**src/rtl/alu_pkg.sv**
```systemverilog
// alu_pkg: opcodes, FSM state encoding and write-enable decode shared by the ALU/RAM datapath
package alu_pkg;
  localparam logic [3:0] OP_NOP = 4'b0000;
  localparam logic [3:0] OP_NOT = 4'b0001;
  localparam logic [3:0] OP_SHL = 4'b0010;
  localparam logic [3:0] OP_SHR = 4'b0011;
  localparam logic [3:0] OP_RCR = 4'b0100;
  localparam logic [3:0] OP_RCL = 4'b0101;
  localparam logic [3:0] OP_AND = 4'b1001;
  localparam logic [3:0] OP_OR  = 4'b1010;
  localparam logic [3:0] OP_ADD = 4'b1011;
  localparam logic [3:0] OP_SUB = 4'b1100;
  localparam logic [3:0] OP_XOR = 4'b1101;
  localparam logic [3:0] OP_ADC = 4'b1110;
  typedef enum logic [1:0] {S_IDLE, S_READ, S_EXEC} state_t;
  function automatic logic op_writes(input logic [3:0] op);
    return op inside {OP_NOT, OP_SHL, OP_SHR, OP_RCR, OP_RCL, OP_AND, OP_OR, OP_ADD, OP_SUB, OP_XOR, OP_ADC};
  endfunction
endpackage

```
**src/rtl/alu_core.sv**
```systemverilog
// alu_core: combinational ALU producing result, carry/borrow flag and write enable
module alu_core
  import alu_pkg::*;
#(
  parameter int DATA_WIDTH   = 4,
  parameter int COMAND_WIDTH = 4
) (
  input  logic [COMAND_WIDTH-1:0] i_instr,
  input  logic [DATA_WIDTH-1:0]   i_a,
  input  logic [DATA_WIDTH-1:0]   i_b,
  input  logic                    i_flag,
  output logic [DATA_WIDTH-1:0]   o_result,
  output logic                    o_flag,
  output logic                    o_wr_en
);
  logic [3:0]          w_op;
  logic                w_hi_ok;
  logic [DATA_WIDTH:0] w_t;
  assign w_op    = i_instr[3:0];
  assign w_hi_ok = (i_instr >> 4) == '0;
  // w_t is always {flag, result}, so right shifts place the dropped LSB on top
  always_comb begin
    w_t = '0;
    if (w_hi_ok)
      case (w_op)
        OP_NOT:  w_t = {1'b0, ~i_a};
        OP_SHL:  w_t = {i_a, 1'b0};
        OP_SHR:  w_t = {i_a[0], 1'b0, i_a[DATA_WIDTH-1:1]};
        OP_RCR:  w_t = {i_a[0], i_flag, i_a[DATA_WIDTH-1:1]};
        OP_RCL:  w_t = {i_a, i_flag};
        OP_AND:  w_t = {1'b0, i_a & i_b};
        OP_OR:   w_t = {1'b0, i_a | i_b};
        OP_XOR:  w_t = {1'b0, i_a ^ i_b};
        OP_ADD:  w_t = {1'b0, i_a} + {1'b0, i_b};
        OP_SUB:  w_t = {1'b0, i_a} - {1'b0, i_b};
        OP_ADC:  w_t = {1'b0, i_a} + {1'b0, i_b} + (DATA_WIDTH+1)'(i_flag);
        default: w_t = '0;
      endcase
  end
  assign o_result = w_t[DATA_WIDTH-1:0];
  assign o_flag   = w_t[DATA_WIDTH];
  assign o_wr_en  = w_hi_ok & op_writes(w_op);
endmodule

```
**src/rtl/alu_ram_seq.sv**
```systemverilog
// alu_ram_seq: 3-state ALU datapath over a dual-read register file with host load port and persistent carry
module alu_ram_seq
  import alu_pkg::*;
#(
  parameter int DATA_WIDTH   = 4,
  parameter int ADDR_WIDTH   = 4,
  parameter int COMAND_WIDTH = 4
) (
  input  logic                    clk,
  input  logic                    clr,
  input  logic                    cmd_valid,
  output logic                    cmd_ready,
  input  logic [COMAND_WIDTH-1:0] instr,
  input  logic [ADDR_WIDTH-1:0]   addr_a,
  input  logic [ADDR_WIDTH-1:0]   addr_b,
  input  logic [ADDR_WIDTH-1:0]   addr_d,
  input  logic                    ld_en,
  input  logic [ADDR_WIDTH-1:0]   ld_addr,
  input  logic [DATA_WIDTH-1:0]   ld_data,
  output logic [DATA_WIDTH-1:0]   res,
  output logic                    flag,
  output logic                    done
);
  localparam int DEPTH = 2**ADDR_WIDTH;
  typedef logic [DATA_WIDTH-1:0] ram_t [DEPTH];
  function automatic ram_t ram_init();
    ram_t m;
    for (int i = 0; i < DEPTH; i++) m[i] = DATA_WIDTH'(i + 1);
    return m;
  endfunction
  ram_t                    r_ram = ram_init();
  state_t                  r_state, w_next;
  logic [COMAND_WIDTH-1:0] r_instr;
  logic [ADDR_WIDTH-1:0]   r_addr_a, r_addr_b, r_addr_d;
  logic [DATA_WIDTH-1:0]   r_op_a, r_op_b, w_result;
  logic                    w_flag, w_wr, w_accept;
  assign cmd_ready = r_state == S_IDLE && !ld_en;
  assign w_accept  = cmd_valid && cmd_ready;
  always_comb begin
    w_next = r_state == S_IDLE ? (w_accept ? S_READ : S_IDLE) : r_state == S_READ ? S_EXEC : S_IDLE;
  end
  alu_core #(.DATA_WIDTH(DATA_WIDTH), .COMAND_WIDTH(COMAND_WIDTH)) u_core (
    .i_instr(r_instr), .i_a(r_op_a), .i_b(r_op_b), .i_flag(flag),
    .o_result(w_result), .o_flag(w_flag), .o_wr_en(w_wr)
  );
  always_ff @(posedge clk) begin
    if (!clr) begin
      r_state  <= S_IDLE;
      res      <= '0;
      flag     <= 1'b0;
      done     <= 1'b0;
      r_instr  <= '0;
      r_addr_a <= '0;
      r_addr_b <= '0;
      r_addr_d <= '0;
      r_op_a   <= '0;
      r_op_b   <= '0;
    end else begin
      r_state <= w_next;
      done    <= r_state == S_EXEC;
      if (w_accept) begin
        r_instr  <= instr;
        r_addr_a <= addr_a;
        r_addr_b <= addr_b;
        r_addr_d <= addr_d;
      end
      if (r_state == S_READ) begin
        r_op_a <= r_ram[r_addr_a];
        r_op_b <= r_ram[r_addr_b];
      end
      if (r_state == S_EXEC) begin
        res  <= w_result;
        flag <= w_flag;
      end
    end
  end
  // Contents survive reset; a reset edge only suppresses writes
  always_ff @(posedge clk) begin
    if (clr && r_state == S_IDLE && ld_en) r_ram[ld_addr] <= ld_data;
    else if (clr && r_state == S_EXEC && w_wr) r_ram[r_addr_d] <= w_result;
  end
endmodule

```
**config.mk**
```make
export PLATFORM = sky130hd
export DESIGN_NAME = alu_ram_seq
export DESIGN_NICKNAME = d
export VERILOG_FILES = /design/src/rtl/alu_pkg.sv /design/src/rtl/alu_core.sv /design/src/rtl/alu_ram_seq.sv
export SDC_FILE = /design/constraint.sdc
export NUM_CORES = 1
export LEC_CHECK = 0
export ABC_AREA = 0
export CAP_MARGIN = 20
export CORE_MARGIN = 2
export CORE_UTILIZATION = 54
export DETAILED_ROUTE_END_ITERATION = 8
export HOLD_SLACK_MARGIN = 0.12
export PLACE_DENSITY = 0.77
export REMOVE_ABC_BUFFERS = 1
export SLEW_MARGIN = 0
export SYNTH_ARGS = -nofsm -noshare
export SYNTH_HDL_FRONTEND = slang
export SYNTH_SLANG_ARGS = --single-unit
```
**constraint.sdc**
```tcl
create_clock -name clk -period 2.6 [get_ports clk]
set_input_delay 0.26 -clock clk [delete_from_list [all_inputs] [get_ports clk]]
set_output_delay 0.26 -clock clk [all_outputs]
set_load 0.05 [all_outputs]
```
==> reports/metrics.cfg, run 1 <==
[setup_path]
cell_chain_of_the_critical_path=ha_4, fa_1, ha_1, nand3_1, o31ai_1, a222oi_1, a31oi_2, a21o_4
critPathCaptureType=flip-flop
critical_path.n_buffers_inverters=0
critical_path.startpoint=r_op_b[0]
crit_slowest_cell=fa_1
timing.critical_path.max_delay_family=adder cells
crit_type=reg -> reg
worst-endpoint-required_ns=2.72
cp-start-kind=flip-flop
cp_max_fo=8
worst_r2r_path_depth=8
rrSetupSlack_ns=-0.003
critPathMaxStageDelay_ns=0.49
worstReg2RegStart=r_op_b[0]
critical_path_depth=8
critical_path_arrival_ns=2.72

[clock_tree]
cts_htree_levels=3
clk-insertion-delay-late_ns=0.37
clock_transition_at_path_regs_ns=0.10
clock_tree_from_tritoncts=built
cts_inserted_buffers=9
cts_root_buf=clkbuf_8
cts.sinks=96
cts.path.max_buffers=2

[route]
detail_route.wirelength_um=13700
vias=4050
ant_nets=0
wire_per_inst_um=21.4
drt-initial-drc-count=421
drtPass1Iterations=4
route.detailed.vias_per_inst=6.33
drc=0

[pwr]
power_report.internal_total_mw=2.30
cellLeakagePower_nw=2.22
power_density_over_cell_area_nw_per_um2=491
power.ir.vdd_worst_mv=0.494
clkPwrFrac=0.333
switching_share=0.257
power.total_mw=3.10
switching_power_mw=0.797
share_comb_of_total_power=0.125
power.sequential.fraction=0.541

[floorplanning]
fp.dieArea_um2=10500
die_width_um=103
coreArea_um2=9330
std_cell_rows=35
initial_utilization=0.563
ios=35
fp.dieH_um=103

[global_routing]
wire_length_of_the_first_global_routing_pass_um=21100
via_count_of_the_first_global_routing_pass=4126
largest_net_degree_at_the_start_of_global_routing=28
globalRoute.totalOverflow=0
antenna_found_initial=0
grt_util_all_layers=0.275

[sta]
rsz0062_at_grt=true
max_freq_ghz=0.384
holdWs_ns=0.435
final.setup_skew_ns=0.00713
setup_violations=7
fin_crit_ns=2.60
fin_crit_sh=1.00
final_critical_path_setup_slack_ns=-0.00293
maxSlewHeadroom=0.544
hold_violations=0
slew_viol_final=0
worst_slew_pin_slew_ns=0.684

[worst_hold_path]
hold-path-cell-count=3
min-delay-path-class=in -> reg
timing.hold.worst.start=addr_d[3]

[outcome]
status=finished, violations left
violations_in_the_final_reports=negative setup slack

[placed_design]
io_buffer_count=34
dpl_worst_slack_ns=-0.0700
gp_routability_congestion=0.940
dp_hpwl_um=9900

[cells_and_area]
share_of_layout_cells_above_drive_strength_1=0.239
num_antenna_cells=0
num-nets-final=551
area_growth_syn_to_layout_pct=20.0
fin_util=0.676
final.fill_count=658

[yosys]
syn_area_per_cell_um2=12.1
synth_cell_types=61
yosys_warnings=0
postSynthCellCount=434
ys_seq_elements=96
synth-main-ff-cell=edfxtp_1
ys_seq_area_frac=0.488
synth-async-reset-ratio=0
netlist_area_um2=5250
synth_enable_flop_cells=64

[flow_run]
drv_cap=0

## flip-flops by register name, indices dropped and copies added (netlist names)
register / flops
res: 4
r_addr_d: 4
flag: 1
r_op_a: 4
done: 1
r_addr_a: 4
r_op_b: 4
r_ram: 64
r_instr: 4
r_state: 2
r_addr_b: 4
## routing by layer
layer  share of wire  vias to the layer above  GRT usage
met5               0                        -          0
met4           0.043                        0      0.146
met3           0.079                       61     0.0603
met2            0.50                      214      0.455
met1            0.38                     1969      0.338
li1                -                     1806          -
## worst reg2reg max path, stage by stage (launching register included)
cell,delay (ns)
dfxtp_2,0.35
ha_4,0.16
fa_1,0.49
ha_1,0.32
nand3_1,0.09
o31ai_1,0.08
a222oi_1,0.36
a31oi_2,0.23
a21o_4,0.28
## path summary, 6_finish.rpt
path,endpoint
worst max-delay path,r_ram[10][1]
worst min-delay path,r_addr_d[3]
worst max register to register,r_ram[10][1]
worst min register to register,res[2]
## cells by family (layout without fill, tap and decap cells)
kind of cell	after synthesis	in the layout	share of synthesized area
multiplexers	37	37	0.149
adder cells (fa/ha/maj)	17	17	0.0433
AND/OR/NAND/NOR	139	139	0.133
XOR/XNOR	4	4	0.00929
AO/OA/AOI/OAI	97	98	0.141
flip-flops	96	96	0.488
buffers and inverters	44	120	0.0367
## placed cells by master (no fill, tap or decap), types with 3 or more instances in the layout
master / count
nor2_1: 25
o22ai_1: 8
o31ai_1: 4
a22o_1: 8
dfxtp_1: 29
o21ai_0: 7
mux4_2: 32
inv_1: 20
mux2i_1: 3
nand3b_1: 5
nor3_1: 3
nand2_1: 55
and3_1: 4
nand2b_1: 9
nor2b_1: 8
and2_1: 6
ha_1: 13
clkdlybuf4s50_1: 34
a21boi_0: 17
a21o_1: 7
a21oi_1: 6
dfxtp_2: 3
clkbuf_8: 9
nand3_1: 12
edfxtp_1: 64
buf_4: 49
a221oi_1: 9
## area by class of cell
class	count	area, µm²	area share
Clock buffer	9	124	0.0196
Clock inverter	7	86.3	0.0137
Inverter	20	75.1	0.0119
Multi-Input combinational cell	295	2580	0.409
Sequential cell	96	2570	0.407
Tap cell	129	161	0.0256
Timing Repair Buffer	84	713	0.113
## power groups by stage
stage          combinational [mW]  clock [mW]  sequential [mW]
2_1_floorplan               0.191           0             1.73
3_3_place_gp                0.361           0             1.71
3_5_place_dp                0.370           0             1.71
4_1_cts                     0.372        1.04             1.68
5_1_grt                     0.421        1.10             1.68
6_report                    0.389        1.03             1.68
## through the flow
step / setup TNS [ns] / cell area [µm²] / std cells
floorplan: 0 / 5140 / 410
global placement: 0 / 5980 / 619
detailed placement: -1.13 / 5980 / 619
CTS: 0 / 6200 / 635
global route: -1.52 / 6300 / 640
finish: -0.0172 / 6300 / 640
## synthesized netlist by cell type, drive strengths merged, types with 5 or more instances
library cell   n  area share
a21boi        17       0.024
a21o           9       0.013
a21oi          8      0.0076
a221oi         9       0.015
a22o           8       0.013
and2           6      0.0071
buf           13       0.014
clkbuf        11      0.0081
dfxtp         32        0.12
edfxtp        64        0.37
ha            15       0.036
inv           20       0.014
mux4          32        0.14
nand2         55       0.039
nand2b        10       0.013
nand3         12       0.011
nand3b         5      0.0071
nor2          25       0.018
nor2b          8      0.0095
o21ai          9      0.0086
o22ai          8      0.0095
## repair_timing
item / in CTS / in global routing
gates resized for setup: 3 / 18
hold buffers: 0 / 0
pin swaps: 0 / 6
cloned: 0 / 2
setup endpoints to repair: 32 / 34
setup buffers: 0 / 3
Power figures use the tool's default switching activity.
==> run 2, diff against run 1 <==
--- a/config.mk
+++ b/config.mk
@@ -13,7 +13,6 @@
 export HOLD_SLACK_MARGIN = 0.12
 export PLACE_DENSITY = 0.77
 export REMOVE_ABC_BUFFERS = 1
-export SLEW_MARGIN = 0
 export SYNTH_ARGS = -nofsm -noshare
 export SYNTH_HDL_FRONTEND = slang
 export SYNTH_SLANG_ARGS = --single-unit
==> results of run 2 <==
No change in the layout: final DEF, timing and power equal those of run 1.
==> run 3, diff against run 2 <==
--- a/config.mk
+++ b/config.mk
@@ -8,10 +8,11 @@
 export ABC_AREA = 0
 export CAP_MARGIN = 20
 export CORE_MARGIN = 2
-export CORE_UTILIZATION = 54
+export CORE_UTILIZATION = 50
+export CTS_CLUSTER_SIZE = 20
 export DETAILED_ROUTE_END_ITERATION = 8
 export HOLD_SLACK_MARGIN = 0.12
-export PLACE_DENSITY = 0.77
+export PLACE_DENSITY = 0.72
 export REMOVE_ABC_BUFFERS = 1
 export SYNTH_ARGS = -nofsm -noshare
 export SYNTH_HDL_FRONTEND = slang
==> reports/metrics.cfg, run 3 (synthesis results as in run 1) <==
[route]
drc=0
route.detailed.vias_per_inst=6.09
vias=3934
wire_per_inst_um=20.0
detail_route.wirelength_um=12900
drt-initial-drc-count=268
ant_nets=0
drtPass1Iterations=7

[cells_and_area]
fin_util=0.610
largest_register=r_ram
final.fill_count=827
layout_commonest_cell=edfxtp_1
num_antenna_cells=0
fin_area_um2=6270
area_growth_syn_to_layout_pct=19.4
largest_reg_flops=64
num-nets-final=550
final_cells=646
layout_common_cells=64 x edfxtp_1, 55 x nand2_1, 48 x buf_4
share_of_layout_cells_above_drive_strength_1=0.231

[global_routing]
antenna_found_initial=0
globalRoute.totalOverflow=0
via_count_of_the_first_global_routing_pass=3908
grt_util_all_layers=0.235
largest_net_degree_at_the_start_of_global_routing=25
wire_length_of_the_first_global_routing_pass_um=20100

[floorplanning]
die_width_um=107
ios=35
coreArea_um2=10300
initial_utilization=0.511
std_cell_rows=37
fp.dieArea_um2=11300
fp.dieH_um=107

[setup_path]
cell_chain_of_the_critical_path=ha_4, fa_1, ha_1, nand3_1, o31ai_1, a222oi_1, a31oi_2, a21o_2
worst-endpoint-required_ns=2.71
critical_path_arrival_ns=2.78
critPathMaxStageDelay_ns=0.45
cp_max_fo=8
critical_path_depth=8
crit_type=reg -> reg
cp-start-kind=flip-flop
worst_r2r_path_depth=8
timing.critical_path.max_delay_family=compound AO/OA/AOI/OAI gates
critical_path.n_buffers_inverters=0
crit_slowest_cell=fa_1
critPathCaptureType=flip-flop

[clock_tree]
cts.sinks=96
clk-insertion-delay-late_ns=0.37
cts_root_buf=clkbuf_8
cts.path.max_buffers=2
clock_transition_at_path_regs_ns=0.11
cts_htree_levels=3
postCtsHoldBufs=0
clock_tree_from_tritoncts=built
cts_inserted_buffers=9

[placed_design]
placedCellCount=627
io_buffer_count=34
placed_cell_area_um2=6010
gp_routability_congestion=0.947
dp_hpwl_um=9510

[worst_hold_path]
hold-path-cell-count=3
min-delay-path-class=in -> reg

[outcome]
violations_in_the_final_reports=negative setup slack
status=finished, violations left

[sta]
slew_viol_final=0
final.setup_skew_ns=0.0217
fin_crit_sh=1.03
hold_violations=0
final_critical_path_setup_slack_ns=-0.0767
max_freq_ghz=0.374
setup_violations=16
holdWs_ns=0.437
worst_slew_pin_slew_ns=0.562
maxSlewHeadroom=0.621
rsz0062_at_grt=true
fin_crit_ns=2.68

[pwr]
power.ir.vdd_worst_mv=0.367
cellLeakagePower_nw=2.21
power.total_mw=2.97
power_density_over_cell_area_nw_per_um2=473

[flow_run]
drv_cap=0

==> run 3: worst paths after layout <==
kind / slack [ns] / from / endpoint
worst max-delay path: -0.08 / r_op_a[0] / r_ram[12][1]
worst min-delay path: 0.44 / addr_b[2] / r_addr_b[2]
worst max register to register: -0.08 / r_op_a[0] / r_ram[12][1]
worst min register to register: 0.47 / res[0] / res[0]
==> run 3: stage by stage <==
stage | TNS (ns) | setup slack (ns)
after floorplan | 0 | 0.0972
after global placement | 0 | 0.0471
after detailed placement | -0.378 | -0.0241
after CTS | 0 | 0.0575
after global routing | -2.18 | -0.147
final | -0.914 | -0.0767
==> run 3: layer usage <==
metal / track usage / up-vias / share of wire
met5: 0 / - / 0
met4: 0.0955 / 0 / 0.029
met3: 0.0399 / 24 / 0.052
met2: 0.408 / 162 / 0.51
met1: 0.292 / 1935 / 0.41
li1: - / 1813 / -
==> run 3: worst reg2reg max path, stage by stage (launching register included) <==
cell	delay (ns)
dfxtp_4	0.36
ha_4	0.16
fa_1	0.45
ha_1	0.31
nand3_1	0.09
o31ai_1	0.08
a222oi_1	0.42
a31oi_2	0.26
a21o_2	0.30
==> run 3: layout make-up <==
cell class / instances / area, µm² / share of cell area
Clock buffer: 9 / 124 / 0.0198
Clock inverter: 7 / 58.8 / 0.00938
Inverter: 20 / 75.1 / 0.0120
Multi-Input combinational cell: 295 / 2550 / 0.407
Sequential cell: 96 / 2570 / 0.410
Tap cell: 136 / 170 / 0.0271
Timing Repair Buffer: 83 / 721 / 0.115
==> run 3: report_power, final <==
part           internal (mW)  leakage, nW  switching, mW
Sequential              1.65        0.839         0.0240
Clock                  0.364       0.0925          0.546
Combinational          0.188         1.28          0.199
Total                   2.20         2.21          0.769
==> run 3: what timing repair did <==
item / CTS / global route
gates cloned: 0 / 1
pin swaps: 0 / 4
endpoints found under the setup margin: 17 / 48
buffers inserted: 0 / 2
gates resized for setup: 2 / 13
==> RTL change: new RTL, config.mk and constraints of run 1 <==
Remove the case item `OP_SUB` of the case on `w_op`.
--- a/src/rtl/alu_core.sv
+++ b/src/rtl/alu_core.sv
@@ -34,3 +34,2 @@
         OP_ADD:  w_t = {1'b0, i_a} + {1'b0, i_b};
-        OP_SUB:  w_t = {1'b0, i_a} - {1'b0, i_b};
         OP_ADC:  w_t = {1'b0, i_a} + {1'b0, i_b} + (DATA_WIDTH+1)'(i_flag);
Function: changed (a bounded check fails within 4 cycles, from zero or initial values).
==> RTL change against run 1 <==
Largest cell class is now registers. Global-route usage decreased by 0.78 points. Synthesized area down 4.0%. Critical path type unchanged. Wire length is 6.3% lower. Hold slack better by 0.0014 ns. Count of clock-buffer cells in the layout stayed put. Sequential cell count did not move. Power decreased by 4.2%. Highest routed layer unchanged. Final area decreased by 8.1%. Setup slack improved by 0.11 ns. Non-clock buffer count is 25 lower. Utilization decreased by 4.3 points. Critical path depth rose by 2.
==> RTL change: results (changes against run 1) <==
[synth]
ys_async_sr_fraction=0  ; unchanged
yosysWarnings=0  ; unchanged
synth_seq_area_share=0.5083  ; was 0.4877
synth_cell_type_count=56  ; was 61
yosys-top-cells-area=edfxtp_1 38%, mux4_2 14%, dfxtp_1 13%  ; was edfxtp_1 37%, mux4_2 14%, dfxtp_1 12%
synth_ff_type=edfxtp_1  ; unchanged
synth_edf_count=64  ; unchanged
synth_common_cells=64 x edfxtp_1, 60 x nand2_1, 32 x dfxtp_1, 32 x mux4_2, 31 x nor2_1  ; was 64 x edfxtp_1, 55 x nand2_1, 32 x dfxtp_1, 32 x mux4_2, 25 x nor2_1

[clock_tree]
hold_buffers=0  ; unchanged
htreeDepth=3  ; unchanged
cts-root-buf=clkbuf_8  ; unchanged
clk_pin_slew_ns=0.11
cts_buffers=9  ; unchanged
cts.path.max_buffers=2  ; unchanged

[drt]
drtIter0Drc=396  ; was 421
wl_met1_mm=5.145  ; was 5.219 mm
met3_length_mm=1.288  ; was 1.085 mm
wl_mm=12.81  ; was 13.67 mm
firstDrtPassIters=7  ; was 4
route.met2.wl_mm=5.903  ; was 6.781 mm
vias=3796  ; was 4,050

[global_route]
grt_max_degree=30  ; was 28
grt_pass1_wl_mm=19.78  ; was 21.11 mm
grt_pass1_vias=3538  ; was 4,126
grt_use_met3=0.04508  ; was 0.06034
use_met2=0.4062  ; was 0.4550
grt_usage=0.2668  ; was 0.2747
grtUsageMet1=0.3792  ; was 0.3385

[power]
p_sw_mw=0.7893  ; was 0.7968 mW
ir_drop_v=0.0004150  ; was 0.0004939 V
leakage_nw=1.873  ; was 2.220 nW

[critical_path]
worstPathArrival_ns=2.61  ; was 2.72 ns
r2r_start=r_op_b[0]$_SDFFE_PN0P_  ; unchanged
r2r-end=r_ram[2][1]$_DFFE_PP_  ; was r_ram[10][1]$_DFFE_PP_
worstRegToRegCells=10  ; was 8

[timing]
fin_skew_ns=0.01874  ; was 0.007128 ns
hold_viol=0  ; unchanged
slew_headroom=0.5426  ; was 0.5436
setup_ws_ns=0.1079  ; was -0.002926 ns

[run_status]
outcome=finished clean  ; was complete, but fails checks

[final_layout]
largest_register_ffs=64  ; unchanged
drive_above_1_share=0.1911  ; was 0.2387
fill_cells=667  ; was 658
final_nets=505  ; was 551

[hold_path]
hold_depth=3  ; unchanged
hold_path_class=in2reg  ; unchanged
min_from=instr[0]  ; was addr_d[3]
hold_end=r_instr[0]$_SDFFE_PN0P_  ; was r_addr_d[3]$_SDFFE_PN0P_

[place]
pre_cts_slack_ns=0.1554  ; was -0.06999 ns
gp_congestion=0.9250  ; was 0.9404
place_hpwl_mm=9.139  ; was 9.901 mm
portBuffers=34  ; unchanged

[RTL change: cells by family (layout without fill, tap and decap cells)]
family / Yosys count / count (layout) / synth area share
multiplexers: 35 / 35 / 0.1489
buffers and inverters: 43 / 93 / 0.04343
AND/OR/NAND/NOR: 145 / 145 / 0.1375
adder cells (fa/ha/maj): 11 / 11 / 0.02879
AO/OA/AOI/OAI: 89 / 89 / 0.1296
XOR/XNOR: 2 / 2 / 0.003475
flip-flops: 96 / 96 / 0.5083
[RTL change: layout make-up]
cell class,instances,area share
Sequential cell,96,0.4428
Multi-Input combinational cell,282,0.3942
Timing Repair Buffer,59,0.09391
Tap cell,111,0.02396
Clock buffer,9,0.02137
Clock inverter,7,0.01209
Inverter,18,0.01166
[RTL change: worst max-delay path, stage by stage, from the launching register on]
cell,delay (ns)
dfxtp_2,0.35
ha_2,0.19
fa_2,0.58
ha_1,0.24
nand2_1,0.07
o21ai_0,0.07
o2bb2ai_1,0.14
a21oi_2,0.17
a31oi_2,0.10
buf_4,0.16
clkbuf_4,0.18
[RTL change: repair_timing]
action | 4_1_cts | 5_1_grt
resized for setup | 0 | 11
buffers inserted | 0 | 1
endpoints found under the setup margin | 0 | 32
[RTL change: power groups by stage]
stage / Clock (mW) / Sequential [mW] / Combinational, mW
finish: 0.948 / 1.68 / 0.340
global route: 1.02 / 1.68 / 0.368
CTS: 0.963 / 1.68 / 0.331
detailed placement: 0 / 1.71 / 0.330
global placement: 0 / 1.71 / 0.323
floorplan: 0 / 1.72 / 0.170
[RTL change: worst max-delay path by stage]
stage / end / cells past startpoint / startpoint
final: r_ram[2][1]$_DFFE_PP_ / 10 / r_op_b[0]$_SDFFE_PN0P_
after global placement: r_ram[6][1]$_DFFE_PP_ / 8 / r_op_a[1]$_SDFFE_PN0P_
after CTS: r_ram[14][2]$_DFFE_PP_ / 8 / r_op_b[0]$_SDFFE_PN0P_
after detailed placement: r_ram[6][2]$_DFFE_PP_ / 8 / r_op_a[0]$_SDFFE_PN0P_
after floorplan: r_ram[0][1]$_DFFE_PP_ / 8 / r_op_a[0]$_SDFFE_PN0P_
after global routing: r_ram[9][1]$_DFFE_PP_ / 10 / r_op_b[0]$_SDFFE_PN0P_
[RTL change: stage by stage]
| step | instance area [um^2] | util | hold slack, ns | instances |
|---|---|---|---|---|
| 6_report | 5796 | 0.6332 | 0.4367 | 582 |
| 5_1_grt | 5796 | 0.6332 | 0.4452 | 582 |
| 3_3_place_gp | 5554 | 0.6068 | 0.4561 | 564 |
| 4_1_cts | 5748 | 0.6280 | 0.4278 | 580 |
| 2_1_floorplan | 4890 | - | 0.4049 | 396 |
| 3_5_place_dp | 5554 | 0.6068 | 0.4556 | 564 |
